<file path="src/rtl/adcsnap_pkg.sv">
// Shared types and status-word layout for the ADC snapshot capture controller.
// Imported by the write-port interface and the controller.
package adcsnap_pkg;

    typedef enum logic [1:0] {
        IDLE,
        ARMED,
        CAPTURE,
        DONE
    } state_t;

    localparam int DONE_BIT  = 31;
    localparam int CAPT_BIT  = 30;
    localparam int ARMED_BIT = 29;
    localparam int CNT_LSB   = 0;
    localparam int CNT_W     = 17;

endpackage

</file>
<file path="src/rtl/adcsnap_capture_ctrl_if.sv">
// Snapshot buffer write port: address, data and write enable.
// The controller drives it (master); the external RAM receives it (slave).
interface adcsnap_capture_ctrl_if
    import adcsnap_pkg::*;
#(
    parameter int ADDR_W = 10,
    parameter int DATA_W = 32
);

    logic [ADDR_W-1:0] bram_addr;
    logic [DATA_W-1:0] bram_data;
    logic              bram_we;

    modport master (
        output bram_addr,
        output bram_data,
        output bram_we
    );

    modport slave (
        input bram_addr,
        input bram_data,
        input bram_we
    );

endinterface

</file>
<file path="src/rtl/adcsnap_capture_ctrl.sv">
// ADC snapshot capture controller: arm, optional trigger, fill one buffer.
// Write port and status word are registered one cycle after the decision.
module adcsnap_capture_ctrl
    import adcsnap_pkg::*;
#(
    parameter int ADDR_W = 10,
    parameter int DATA_W = 32
) (
    input  logic                   user_clk,
    input  logic                   user_rst_n,
    input  logic [31:0]            ctrl,
    input  logic                   trig,
    input  logic [DATA_W-1:0]      din,
    input  logic                   din_vld,
    adcsnap_capture_ctrl_if.master bram,
    output logic [31:0]            status
);

    if (ADDR_W < 4 || ADDR_W > 16) begin : g_bad_addr_w
        $error("ADDR_W must be within 4..16");
    end

    localparam logic [CNT_W-1:0] DEPTH = CNT_W'(1) << ADDR_W;

    state_t            state_q, state_n;
    logic [CNT_W-1:0]  cnt_q, cnt_n;
    logic              arm_q;
    logic              arm_edge;
    logic              qual;
    logic              go;
    logic              we_n;
    logic [ADDR_W-1:0] addr_n;
    logic [DATA_W-1:0] data_n;
    logic [31:0]       status_n;
    logic              unused_ctrl;

    assign unused_ctrl = ^ctrl[31:3];

    assign arm_edge = ctrl[0] & ~arm_q;
    assign qual     = din_vld | ~ctrl[2];
    assign go       = qual & (trig | ~ctrl[1]);

    // State, sample count and arm edge-detect registers.
    always_ff @(posedge user_clk or negedge user_rst_n) begin
        if (!user_rst_n) begin
            state_q <= IDLE;
            cnt_q   <= '0;
            arm_q   <= 1'b0;
        end else begin
            state_q <= state_n;
            cnt_q   <= cnt_n;
            arm_q   <= ctrl[0];
        end
    end

    // Next state, next count and the write decision; arm edge wins over all.
    always_comb begin
        state_n = state_q;
        cnt_n   = cnt_q;
        we_n    = 1'b0;
        addr_n  = cnt_q[ADDR_W-1:0];
        data_n  = din;
        if (arm_edge) begin
            state_n = ARMED;
            cnt_n   = '0;
        end else begin
            unique case (state_q)
                IDLE: begin
                    state_n = IDLE;
                end
                ARMED: begin
                    if (go) begin
                        we_n    = 1'b1;
                        addr_n  = '0;
                        cnt_n   = CNT_W'(1);
                        state_n = CAPTURE;
                    end
                end
                CAPTURE: begin
                    if (qual) begin
                        we_n  = 1'b1;
                        cnt_n = cnt_q + CNT_W'(1);
                        if (cnt_q + CNT_W'(1) == DEPTH) begin
                            state_n = DONE;
                        end
                    end
                end
                DONE: begin
                    state_n = DONE;
                end
                default: begin
                    state_n = IDLE;
                end
            endcase
        end
    end

    // Status word assembled from the current state and count.
    always_comb begin
        status_n                    = '0;
        status_n[DONE_BIT]          = (state_q == DONE);
        status_n[CAPT_BIT]          = (state_q == CAPTURE);
        status_n[ARMED_BIT]         = (state_q == ARMED);
        status_n[CNT_LSB +: CNT_W]  = cnt_q;
    end

    // Registered buffer write port and status output.
    always_ff @(posedge user_clk or negedge user_rst_n) begin
        if (!user_rst_n) begin
            bram.bram_we   <= 1'b0;
            bram.bram_addr <= '0;
            bram.bram_data <= '0;
            status         <= '0;
        end else begin
            bram.bram_we <= we_n;
            if (we_n) begin
                bram.bram_addr <= addr_n;
                bram.bram_data <= data_n;
            end
            status <= status_n;
        end
    end

endmodule

</file>
<file path="src/flat_wrapper.sv">
// flat-port wrapper written by rule: the top's interface ports become plain ports
module adcsnap_capture_ctrl_flat import adcsnap_pkg::*;
#(
    parameter int ADDR_W = 10,
    parameter int DATA_W = 32
)
  (user_clk, user_rst_n, ctrl, trig, din, din_vld, status, bram_bram_addr, bram_bram_data, bram_bram_we);
  adcsnap_capture_ctrl_if #(.ADDR_W(ADDR_W), .DATA_W(DATA_W)) bram_i ();
  input  logic user_clk;
  input  logic user_rst_n;
  input  logic [31:0] ctrl;
  input  logic trig;
  input  logic [DATA_W-1:0] din;
  input  logic din_vld;
  output logic [31:0] status;
  output wire logic [$bits(bram_i.bram_addr)-1:0] bram_bram_addr;
  output wire logic [$bits(bram_i.bram_data)-1:0] bram_bram_data;
  output wire logic [$bits(bram_i.bram_we)-1:0] bram_bram_we;
  assign bram_bram_addr = bram_i.bram_addr;
  assign bram_bram_data = bram_i.bram_data;
  assign bram_bram_we = bram_i.bram_we;
  adcsnap_capture_ctrl #(.ADDR_W(ADDR_W), .DATA_W(DATA_W)) u_core (.user_clk(user_clk), .user_rst_n(user_rst_n), .ctrl(ctrl), .trig(trig), .din(din), .din_vld(din_vld), .bram(bram_i), .status(status));
endmodule
</file>
<file path="config.mk">
export PLATFORM = sky130hd
export DESIGN_NAME = adcsnap_capture_ctrl_flat
export DESIGN_NICKNAME = d
export VERILOG_FILES = /design/src/rtl/adcsnap_pkg.sv /design/src/rtl/adcsnap_capture_ctrl_if.sv /design/src/rtl/adcsnap_capture_ctrl.sv /design/src/flat_wrapper.sv
export SDC_FILE = /design/constraint.sdc
export NUM_CORES = 1
export LEC_CHECK = 0
export BUFFER_PORTS_ARGS = -buffer_cell sky130_fd_sc_hd__buf_2
export CAP_MARGIN = 20
export CORE_UTILIZATION = 48
export CTS_CLUSTER_DIAMETER = 200
export CTS_CLUSTER_SIZE = 14
export DETAILED_ROUTE_END_ITERATION = 16
export PLACE_DENSITY = 0.79
export SKIP_CTS_REPAIR_TIMING = 1
export SLEW_MARGIN = 20
export SYNTH_ARGS = -nofsm -noshare
export SYNTH_HDL_FRONTEND = slang
export SYNTH_SLANG_ARGS = --single-unit
</file>
<file path="constraint.sdc">
create_clock -name user_clk -period 2.7 [get_ports user_clk]
set_input_delay 0.135 -clock user_clk [delete_from_list [all_inputs] [get_ports user_clk]]
set_output_delay 0.135 -clock user_clk [all_outputs]
set_load 0.05 [all_outputs]
</file>
==> impl_metrics.toml, run 1 <==
[outcome]
outcome = "finished with violations"
violations = "hold timing"

[timing]
max_slew.worst_pin.slew_ns = 0.618
drv_slew = 0
hold_slack_ns = -0.0110
finalHoldViolations = 6
tns_ns = 0
period_share_pct = 93.4
rsz0062_at_grt = "no"
fmax_mhz = 397
worst_slack_ns = 0.179
clock_skew_ns = 0.00897
max_slew_margin_pct = 58.5
final-setup-viol-count = 0
period_needed_ns = 2.52

[cells_and_area]
syn2layout_area_growth_pct = 28.7
drive_gt1_share_pct = 27.5
n_antenna_cell = 0
layout.nets = 574

[pwr]
pwr-share-seq_pct = 34.3
comb_power_share_pct = 46.2
pwr_density_cell_nw_per_um2 = 1090
power_frac_clock_pct = 19.5
p_leak_nw = 2.52
totalPowerFinal_mw = 5.06
p_int_mw = 2.67
ir_drop_v = 0.000380
swShare_pct = 47.2
power_switching_mw = 2.39

[floorplan]
core_region_area_um2 = 7250
start_util_pct = 49.9
die_area_um2 = 7890
die_w_um = 88.8
num_rows = 31
pin_count = 143
die_h_um = 88.8

[route]
routed_via_density = 4.96
postRouteAntennaNets = 0
route.vias.total = 2998
wl_um = 8130
dr.pass1.iters = 4
drc_errors = 0
wl_per_cell_um = 13.5
drt_iter0_drc = 180

[setup_path]
endpoint_kind = "flip-flop"
worstSetupPathType = "flip-flop to flip-flop"
critPathRequiredTime_ns = 2.92
crit_fanout = 9
critical_path_arrival_ns = 2.75
cp-start-kind = "flip-flop"

[global_route]
grt_max_degree = 84
grt_pass1_vias = 2579
grt-ovfl-total = 0
antenna_found_initial = 0
grt_use_total_pct = 19.6
grt_pass1_wl_um = 11800

[clocking]
cts_max_path_buffers = 2
cts.reportedPaths.clkPinSlew_ns = 0.08
clkSinkCount = 83
clkLatencyLatePin_ns = 0.34
tritoncts = "yes"
clock-root-buffer = "clkbuf_8"
cts_inserted_buffers = 9
htree_levels = 3

[logic_synthesis]
syn_area_um2 = 3620
syn_inst = 378
async_flop_share_pct = 100
synth_warnings = 0
ys_ff_latch = 83
ys.flop_type = "dfrtp_1"
yosys.cell_types.count = 44
synth-edff-count = 0
ys_seq_area_share_pct = 57.4
postSynthAreaPerCell_um2 = 9.57

[placement]
gp_congestion = 0.796
port_buffers = 101
dp.final_hpwl_um = 5230
post-place-ws_ns = 0.179

[job]
drv_cap = 0

[hold_path]
hold_class = "input pin to flip-flop"
synthesized netlist by cell type, types with 2 or more instances:
master,count,share of area (%)
o41ai_1,2,0.48
clkbuf_1,16,1.7
or3_1,2,0.35
xor2_1,2,0.48
nand2_1,132,14
nand3_1,20,2.8
nor2_1,13,1.3
nor2b_1,7,1.2
o211ai_1,2,0.41
nand4_1,4,0.69
ha_1,6,2.1
o22ai_1,2,0.35
buf_2,2,0.28
o31ai_1,8,1.7
mux2i_1,2,0.55
inv_1,6,0.62
xnor2_1,4,0.97
nand2b_1,3,0.52
dfrtp_1,83,57
nor4_1,2,0.35
a21oi_1,7,0.97
mux2_4,2,0.83
buf_4,12,2.5
o21ai_0,19,2.6
cell families (layout without fill, tap and decap cells):
family	after synthesis	after routing	share of synthesized area (%)
AND/OR/NAND/NOR	194	194	23.9
flip-flops	83	83	57.4
AO/OA/AOI/OAI	46	46	8.20
buffers and inverters	37	153	5.15
adder cells (fa/ha/maj)	6	6	2.08
XOR/XNOR	6	6	1.45
multiplexers	5	5	1.69
other	1	12	0.104
power groups by stage:
stage	Sequential [mW]	Combinational [mW]	Clock, mW
after floorplan	2.71	0.771	0
after global placement	1.74	2.27	0
after detailed placement	1.75	2.31	0
after CTS	1.73	2.32	1.01
after global routing	1.77	2.51	1.07
final	1.73	2.34	0.989
worst max-delay path: stages, from the launching register on:
cell       delay, ns
dfrtp_1         0.52
nand3_1         0.30
or3_1           0.51
xnor2_1         0.17
a2111oi_2       0.33
a41o_1          0.21
nand2_2         0.08
mux2_4          0.29
routing by layer:
metal | share of wire, % | global-route usage (%) | wire [um]
met1 | 44 | 24.0 | 3540
met2 | 48 | 33.9 | 3930
met3 | 6.5 | 4.20 | 526
met4 | 1.5 | 7.62 | 121
met5 | 0 | 0 | 0
path summary, 6_finish.rpt:
kind | start | to | slack, ns | cells past startpoint
max | u_core.cnt_q[0] | u_core.state_q[0] | 0.18 | 7
min | din[12] | u_core.bram.bram_data[12] | -0.01 | 3
max reg2reg | u_core.cnt_q[0] | u_core.state_q[0] | 0.18 | 7
min reg2reg | u_core.cnt_q[16] | u_core.status[16] | 0.44 | 0
max in group asynchronous | user_rst_n | u_core.bram.bram_data[13] | 1.84 | 3
min in group asynchronous | user_rst_n | u_core.bram.bram_data[7] | 0.27 | 2
sequential cells by signal, indices dropped and copies added (netlist names):
register,cells
u_core.status,20
u_core.cnt_q,17
u_core.bram.bram_addr,10
u_core.bram.bram_we,1
u_core.state_q,2
u_core.bram.bram_data,32
u_core.arm_q,1
area by class of cell:
cell class,instances,area (um^2)
fillers,568,2600
clock inverters,5,85.1
repair buffers,130,803
flip-flops and latches,83,2080
well taps,99,124
clock buffers,11,141
inverters,7,26.3
multi-input cells,269,1400
layout by cell type (no fill, tap or decap), types with 2 or more instances in the layout:
master	count
nand2_1	132
buf_2	100
dfrtp_1	83
nand3_1	20
o21ai_0	19
dlygate4sd3_1	18
nor2_1	13
conb_1	12
clkbuf_8	10
buf_4	10
o31ai_1	8
nor2b_1	7
a21oi_1	7
inv_1	6
ha_1	5
nand4_1	4
xnor2_1	4
nand2b_1	3
xor2_1	2
o41ai_1	2
or3_1	2
o22ai_1	2
mux2i_1	2
nor4_1	2
o211ai_1	2
mux2_4	2
bufinv_16	2
metrics by stage:
stage          cell area [um^2]  hold slack [ns]  cells  utilization [%]
2_1_floorplan              3660           -0.161    389                -
3_3_place_gp               4210            0.273    568             58.0
3_5_place_dp               4210            0.272    568             58.0
4_1_cts                    4440          -0.0877    584             61.2
5_1_grt                    4650       -0.0000609    604             64.2
6_report                   4650          -0.0110    604             64.2
Note: power is estimated with default switching activity, not from simulation.
==> run 2, diff against run 1 <==
--- a/config.mk
+++ b/config.mk
@@ -5,6 +5,7 @@
 export SDC_FILE = /design/constraint.sdc
 export NUM_CORES = 1
 export LEC_CHECK = 0
+export ABC_AREA = 1
 export BUFFER_PORTS_ARGS = -buffer_cell sky130_fd_sc_hd__buf_2
 export CAP_MARGIN = 20
 export CORE_UTILIZATION = 48
==> impl_metrics.toml, run 2 <==
[setup_path]
r2r_cells = 14
rr_startpoint = "u_core.cnt_q[0]"
critical_path_arrival_ns = 2.26
crit_chain = "ha_1, nand2_1, nor2_2, nand3_1, nand2_1, nand2_1, nor2_1, nand2_1, nor2_1, nand2_1, nand2_2, nand2_1, nand2_1, nand2_1"
r2r_slack_ns = 0.69
endpoint_kind = "flip-flop"
cp-start-kind = "flip-flop"
crit_fanout = 6
worstSetupPathType = "flip-flop to flip-flop"
critPathRequiredTime_ns = 2.95
cpMostUsedCell = "nand2_1"
critPathSlowestCell = "dfrtp_1"
slowest_delay_ns = 0.46
r2r-end = "u_core.state_q[0]"

[job]
drv_cap = 0

[hold_path]
hold-path-endpoint = "u_core.bram.bram_data[2]"
hold_class = "input pin to flip-flop"
min_from = "din[2]"
holdPathStages = 3

[placement]
place_area_um2 = 4130
gp_congestion = 0.866
dp.final_hpwl_um = 5410
port_buffers = 101

[route]
routed-wl-met3_um = 579
wl_per_cell_um = 12.9
drc_errors = 0
wl_um = 8200
wl_met2_um = 3890
routed.top_layer = "met4"
routed_via_density = 4.84
dr.pass1.iters = 5
wl_met1_um = 3560
drt_iter0_drc = 197
postRouteAntennaNets = 0
route.vias.total = 3072

[cells_and_area]
largest_reg_flops = 32
final_area_um2 = 4570
reg.largest.list = "u_core.bram.bram_data x32, u_core.status x20, u_core.cnt_q x17"
n_antenna_cell = 0
final_common_cell = "nand2_1"
drive_gt1_share_pct = 25.0
syn2layout_area_growth_pct = 28.3
mostFrequentLayoutCells = "nand2_1, buf_2, dfrtp_1"
nFillCells = 572
layout.nets = 605
regMostFlops = "u_core.bram.bram_data"

[timing]
period_needed_ns = 2.01
max_slew_margin_pct = 51.8
drv_slew = 0
fmax_mhz = 497
tns_ns = 0
max_slew.worst_pin.slew_ns = 0.723
final-setup-viol-count = 0
finalHoldViolations = 6
rsz0062_at_grt = "no"
clock_skew_ns = 0.00472
hold_slack_ns = -0.0132
period_share_pct = 74.4

[logic_synthesis]
syn_area_um2 = 3560
synth-edff-count = 0
ys_ff_latch = 83
synth_top_area_share_pct = 58.3
syn_inst = 403
synth.most_common_cell = "nand2_1"
post-synth-top-area-cell = "dfrtp_1"
async_flop_share_pct = 100
synth_commonest_cells = "nand2_1, dfrtp_1, inv_1, o21ai_0, nor2_1"
yosys.cell_types.count = 24
synth_warnings = 0
ys_seq_area_share_pct = 58.3
postSynthAreaPerCell_um2 = 8.85
ys.flop_type = "dfrtp_1"
yosys-top-cells-area = "dfrtp_1, nand2_1, buf_4"

[global_route]
grt-ovfl-total = 0
grt_pass1_wl_um = 12100
grt_max_degree = 84
grt_pass1_vias = 2680
grt_use_total_pct = 20.4
antenna_found_initial = 0

[floorplan]
pin_count = 143
die_w_um = 88.2
die_h_um = 88.2
die_area_um2 = 7770
num_rows = 31
start_util_pct = 49.4
core_region_area_um2 = 7210

[clocking]
tritoncts = "yes"
htree_levels = 3
cts_inserted_buffers = 9
clkLatencyLatePin_ns = 0.35
clock-root-buffer = "clkbuf_8"
cts_max_path_buffers = 2
cts.reportedPaths.clkPinSlew_ns = 0.08
clkSinkCount = 83

[outcome]
violations = "hold timing"
outcome = "finished with violations"

[pwr]
ir_drop_v = 0.000407
p_leak_nw = 2.49
pwr_density_cell_nw_per_um2 = 1100
-- run 2: cell count changes after synthesis, sizes merged, moves of 5 or more --
| cell | delta |
|---|---|
| a21oi | -7 |
| buf | +7 |
| clkbuf | -13 |
| inv | +20 |
| nand2 | +40 |
| nand3 | -5 |
| nor2 | +13 |
| nor2b | -7 |
| o31ai | -8 |
-- run 2: per-layer routing --
layer | GRT usage [%] | up-vias
met5 | 0 | -
met4 | 8.50 | 0
met3 | 4.71 | 16
met2 | 35.7 | 116
met1 | 24.3 | 1430
li1 | - | 1510
-- run 2: worst max-delay path, delay by kind of cell, from the launching register on --
kind / cells / cell delay [ns]
fa+ha+maj: 1 / 0.25
flops: 1 / 0.46
simple gates: 13 / 1.19
-- run 2: cell families after synthesis --
family | share of synthesized area, %
buffers and inverters | 7.09
adders and majority gates | 2.11
DFF | 58.3
xor gates and xnor gates | 1.23
and+or+nand+nor | 25.6
AOI/OAI and AO/OA | 5.65
other | 0.105
-- run 2: cell type report --
class | count | area, um^2 | area share (%)
timing repair buffer | 130 | 790 | 17.3
inverter | 27 | 101 | 2.22
tap | 99 | 124 | 2.71
sequential | 83 | 2080 | 45.4
clock inverter | 7 | 75.1 | 1.64
clock buffer | 9 | 124 | 2.71
multi-input combinational | 280 | 1280 | 28.0
-- run 2: how the worst max path moves through the flow --
stage | startpoint | to | slack [ns] | cells after the start
after floorplan | u_core.state_q[0] | u_core.cnt_q[6] | 1.03 | 9
after global placement | u_core.cnt_q[0] | u_core.state_q[0] | 0.77 | 14
after detailed placement | u_core.cnt_q[0] | u_core.state_q[0] | 0.71 | 14
after CTS | u_core.cnt_q[0] | u_core.state_q[0] | 0.69 | 14
after global routing | u_core.cnt_q[1] | u_core.state_q[0] | 0.46 | 14
final | u_core.cnt_q[0] | u_core.state_q[0] | 0.69 | 14
-- run 2: through the flow --
stage | util, % | hold slack [ns] | power, mW | setup slack [ns] | instances
after CTS | 60.0 | -0.111 | 5.04 | 0.690 | 611
after global routing | 63.4 | 0.00199 | 5.36 | 0.456 | 635
after detailed placement | 57.2 | 0.265 | 4.14 | 0.707 | 595
final | 63.4 | -0.0132 | 5.04 | 0.690 | 635
after global placement | 57.2 | 0.260 | 4.07 | 0.775 | 595
after floorplan | - | -0.161 | 3.56 | 1.03 | 414
-- run 2: power breakdown --
part / internal (mW) / switching, mW
clock network: 0.431 / 0.454
logic: 0.549 / 1.85
registers: 1.57 / 0.186
total: 2.56 / 2.49
==> run 3, diff against run 2 <==
--- a/config.mk
+++ b/config.mk
@@ -5,7 +5,7 @@
 export SDC_FILE = /design/constraint.sdc
 export NUM_CORES = 1
 export LEC_CHECK = 0
-export ABC_AREA = 1
+export ABC_AREA = 0
 export BUFFER_PORTS_ARGS = -buffer_cell sky130_fd_sc_hd__buf_2
 export CAP_MARGIN = 20
 export CORE_UTILIZATION = 48
==> constraint.sdc (replaced) <==
create_clock -name user_clk -period 2.1 [get_ports user_clk]
set_input_delay 0.105 -clock user_clk [delete_from_list [all_inputs] [get_ports user_clk]]
set_output_delay 0.105 -clock user_clk [all_outputs]
set_load 0.05 [all_outputs]
==> impl_metrics.toml, run 3 (same netlist as run 1, synthesis figures left out) <==
[outcome]
outcome = "finished with violations"
violations = "setup timing"

[pwr]
totalPowerFinal_mw = 7.08
ir_drop_v = 0.000735
pwr_density_cell_nw_per_um2 = 1370
p_leak_nw = 2.79

[setup_path]
worstSetupPathType = "flip-flop to flip-flop"
r2r_cells = 8
critPathRequiredTime_ns = 2.35
slowest_delay_ns = 0.47
cp-start-kind = "flip-flop"
crit_chain = "buf_4, a211o_1, a21oi_2, nor2_2, a2111oi_2, a41o_1, nand2_2, mux2_4"
endpoint_kind = "flip-flop"
critical_path_arrival_ns = 2.47
r2r_slack_ns = -0.13
r2r-end = "u_core.state_q[1]"
rr_startpoint = "u_core.cnt_q[0]"
crit_path_end = "u_core.state_q[1]"
critPathSlowestCell = "dfrtp_2"
timing.critical_path.from = "u_core.cnt_q[0]"
crit_fanout = 5

[clocking]
htree_levels = 3
clock-root-buffer = "clkbuf_8"
tritoncts = "yes"
clkLatencyLatePin_ns = 0.36
clkSinkCount = 83
cts_inserted_buffers = 9
cts_max_path_buffers = 2
cts.reportedPaths.clkPinSlew_ns = 0.08

[placement]
dp.final_hpwl_um = 5870
post-place-ws_ns = -0.125
gp_congestion = 0.892
port_buffers = 101

[cells_and_area]
mostFrequentLayoutCells = "nand2_1, buf_2, dfrtp_1"
nFillCells = 498
largest_reg_flops = 32
drive_gt1_share_pct = 34.1
regMostFlops = "u_core.bram.bram_data"
syn2layout_area_growth_pct = 43.3
layout.nets = 623
n_antenna_cell = 0
reg.largest.list = "u_core.bram.bram_data x32, u_core.status x20, u_core.cnt_q x17"
final_common_cell = "nand2_1"

[timing]
period_share_pct = 106
max_slew.worst_pin.slew_ns = 0.556
final-setup-viol-count = 2
fmax_mhz = 449
max_slew_margin_pct = 62.9
drv_slew = 0
hold_slack_ns = 0.283
finalHoldViolations = 0
clock_skew_ns = 0.00556
period_needed_ns = 2.23
worst_slack_ns = -0.126
rsz0062_at_grt = "yes"

[job]
drv_cap = 0

[floorplan]
num_rows = 31
die_w_um = 88.8
start_util_pct = 49.9
pin_count = 143
die_area_um2 = 7890
core_region_area_um2 = 7250
die_h_um = 88.8

[route]
routed_via_density = 5.00
wl_per_cell_um = 15.0
wl_um = 9800
route.vias.total = 3268
drc_errors = 0
dr.pass1.iters = 5
postRouteAntennaNets = 0
drt_iter0_drc = 180

[global_route]
grt-ovfl-total = 0
grt_pass1_vias = 2747
grt_use_total_pct = 20.7
antenna_found_initial = 0
grt_pass1_wl_um = 12200
grt_max_degree = 44

[hold_path]
hold_class = "input pin to asynchronous set/reset pin"
==> run 3: cell types whose count changed in the layout (fill, tap and decap cells not counted), sizes merged, moves of 5 or more <==
cell	previous run	this run
dlygate4sd3	24	34
buf	106	145
nand3	16	21
a21oi	0	7
nand2	173	133
inv	28	8
nor2	26	13
o31ai	0	8
nor2b	0	7
==> run 3: routing by layer <==
layer	share of wire (%)	GRT usage, %
met1	39	23.7
met2	51	37.0
met3	6.8	5.41
met4	3.3	7.77
met5	0	0
==> run 3: final cells by class <==
class,count,area (um^2),area share (%)
Inverter,7,30.0,0.579
Multi-Input combinational cell,269,1490,28.6
Clock inverter,7,148,2.85
Tap cell,99,124,2.39
Timing Repair Buffer,179,1190,23.0
Clock buffer,9,124,2.39
Sequential cell,83,2080,40.2
==> run 3: where the power goes <==
part / switching, mW / total [mW] / internal (mW)
Sequential: 0.261 / 2.26 / 2.00
Combinational: 2.42 / 3.29 / 0.871
Clock: 0.606 / 1.53 / 0.922
Total: 3.28 / 7.08 / 3.80
==> run 3: worst min-delay path by stage <==
stage	endpoint	depth (start not counted)	slack [ns]
final	u_core.bram.bram_addr[6]	2	0.28
after global routing	u_core.bram.bram_addr[6]	2	0.31
after CTS	u_core.bram.bram_addr[6]	1	-0.26
after detailed placement	u_core.bram.bram_addr[6]	1	0.13
after global placement	u_core.bram.bram_addr[6]	1	0.12
after floorplan	u_core.arm_q	0	-0.19
==> run 3: per-stage QoR <==
stage                     cells  TNS, ns  util, %  area (um^2)
after global routing        653   -0.405     71.5         5180
after floorplan             389   -0.151        -         3700
after CTS                   618    -1.83     65.8         4780
after global placement      602   -0.498     62.1         4500
final                       653   -0.247     71.5         5180
after detailed placement    602    -1.24     62.1         4500
==> run 3: critical path, delay by kind of cell, from the launching register on <==
family / cells / cell delay [ns]
AOI/OAI and AO/OA: 4 / 1.05
buffers and inverters: 1 / 0.16
DFF: 1 / 0.47
muxes: 1 / 0.30
and+or+nand+nor: 2 / 0.15
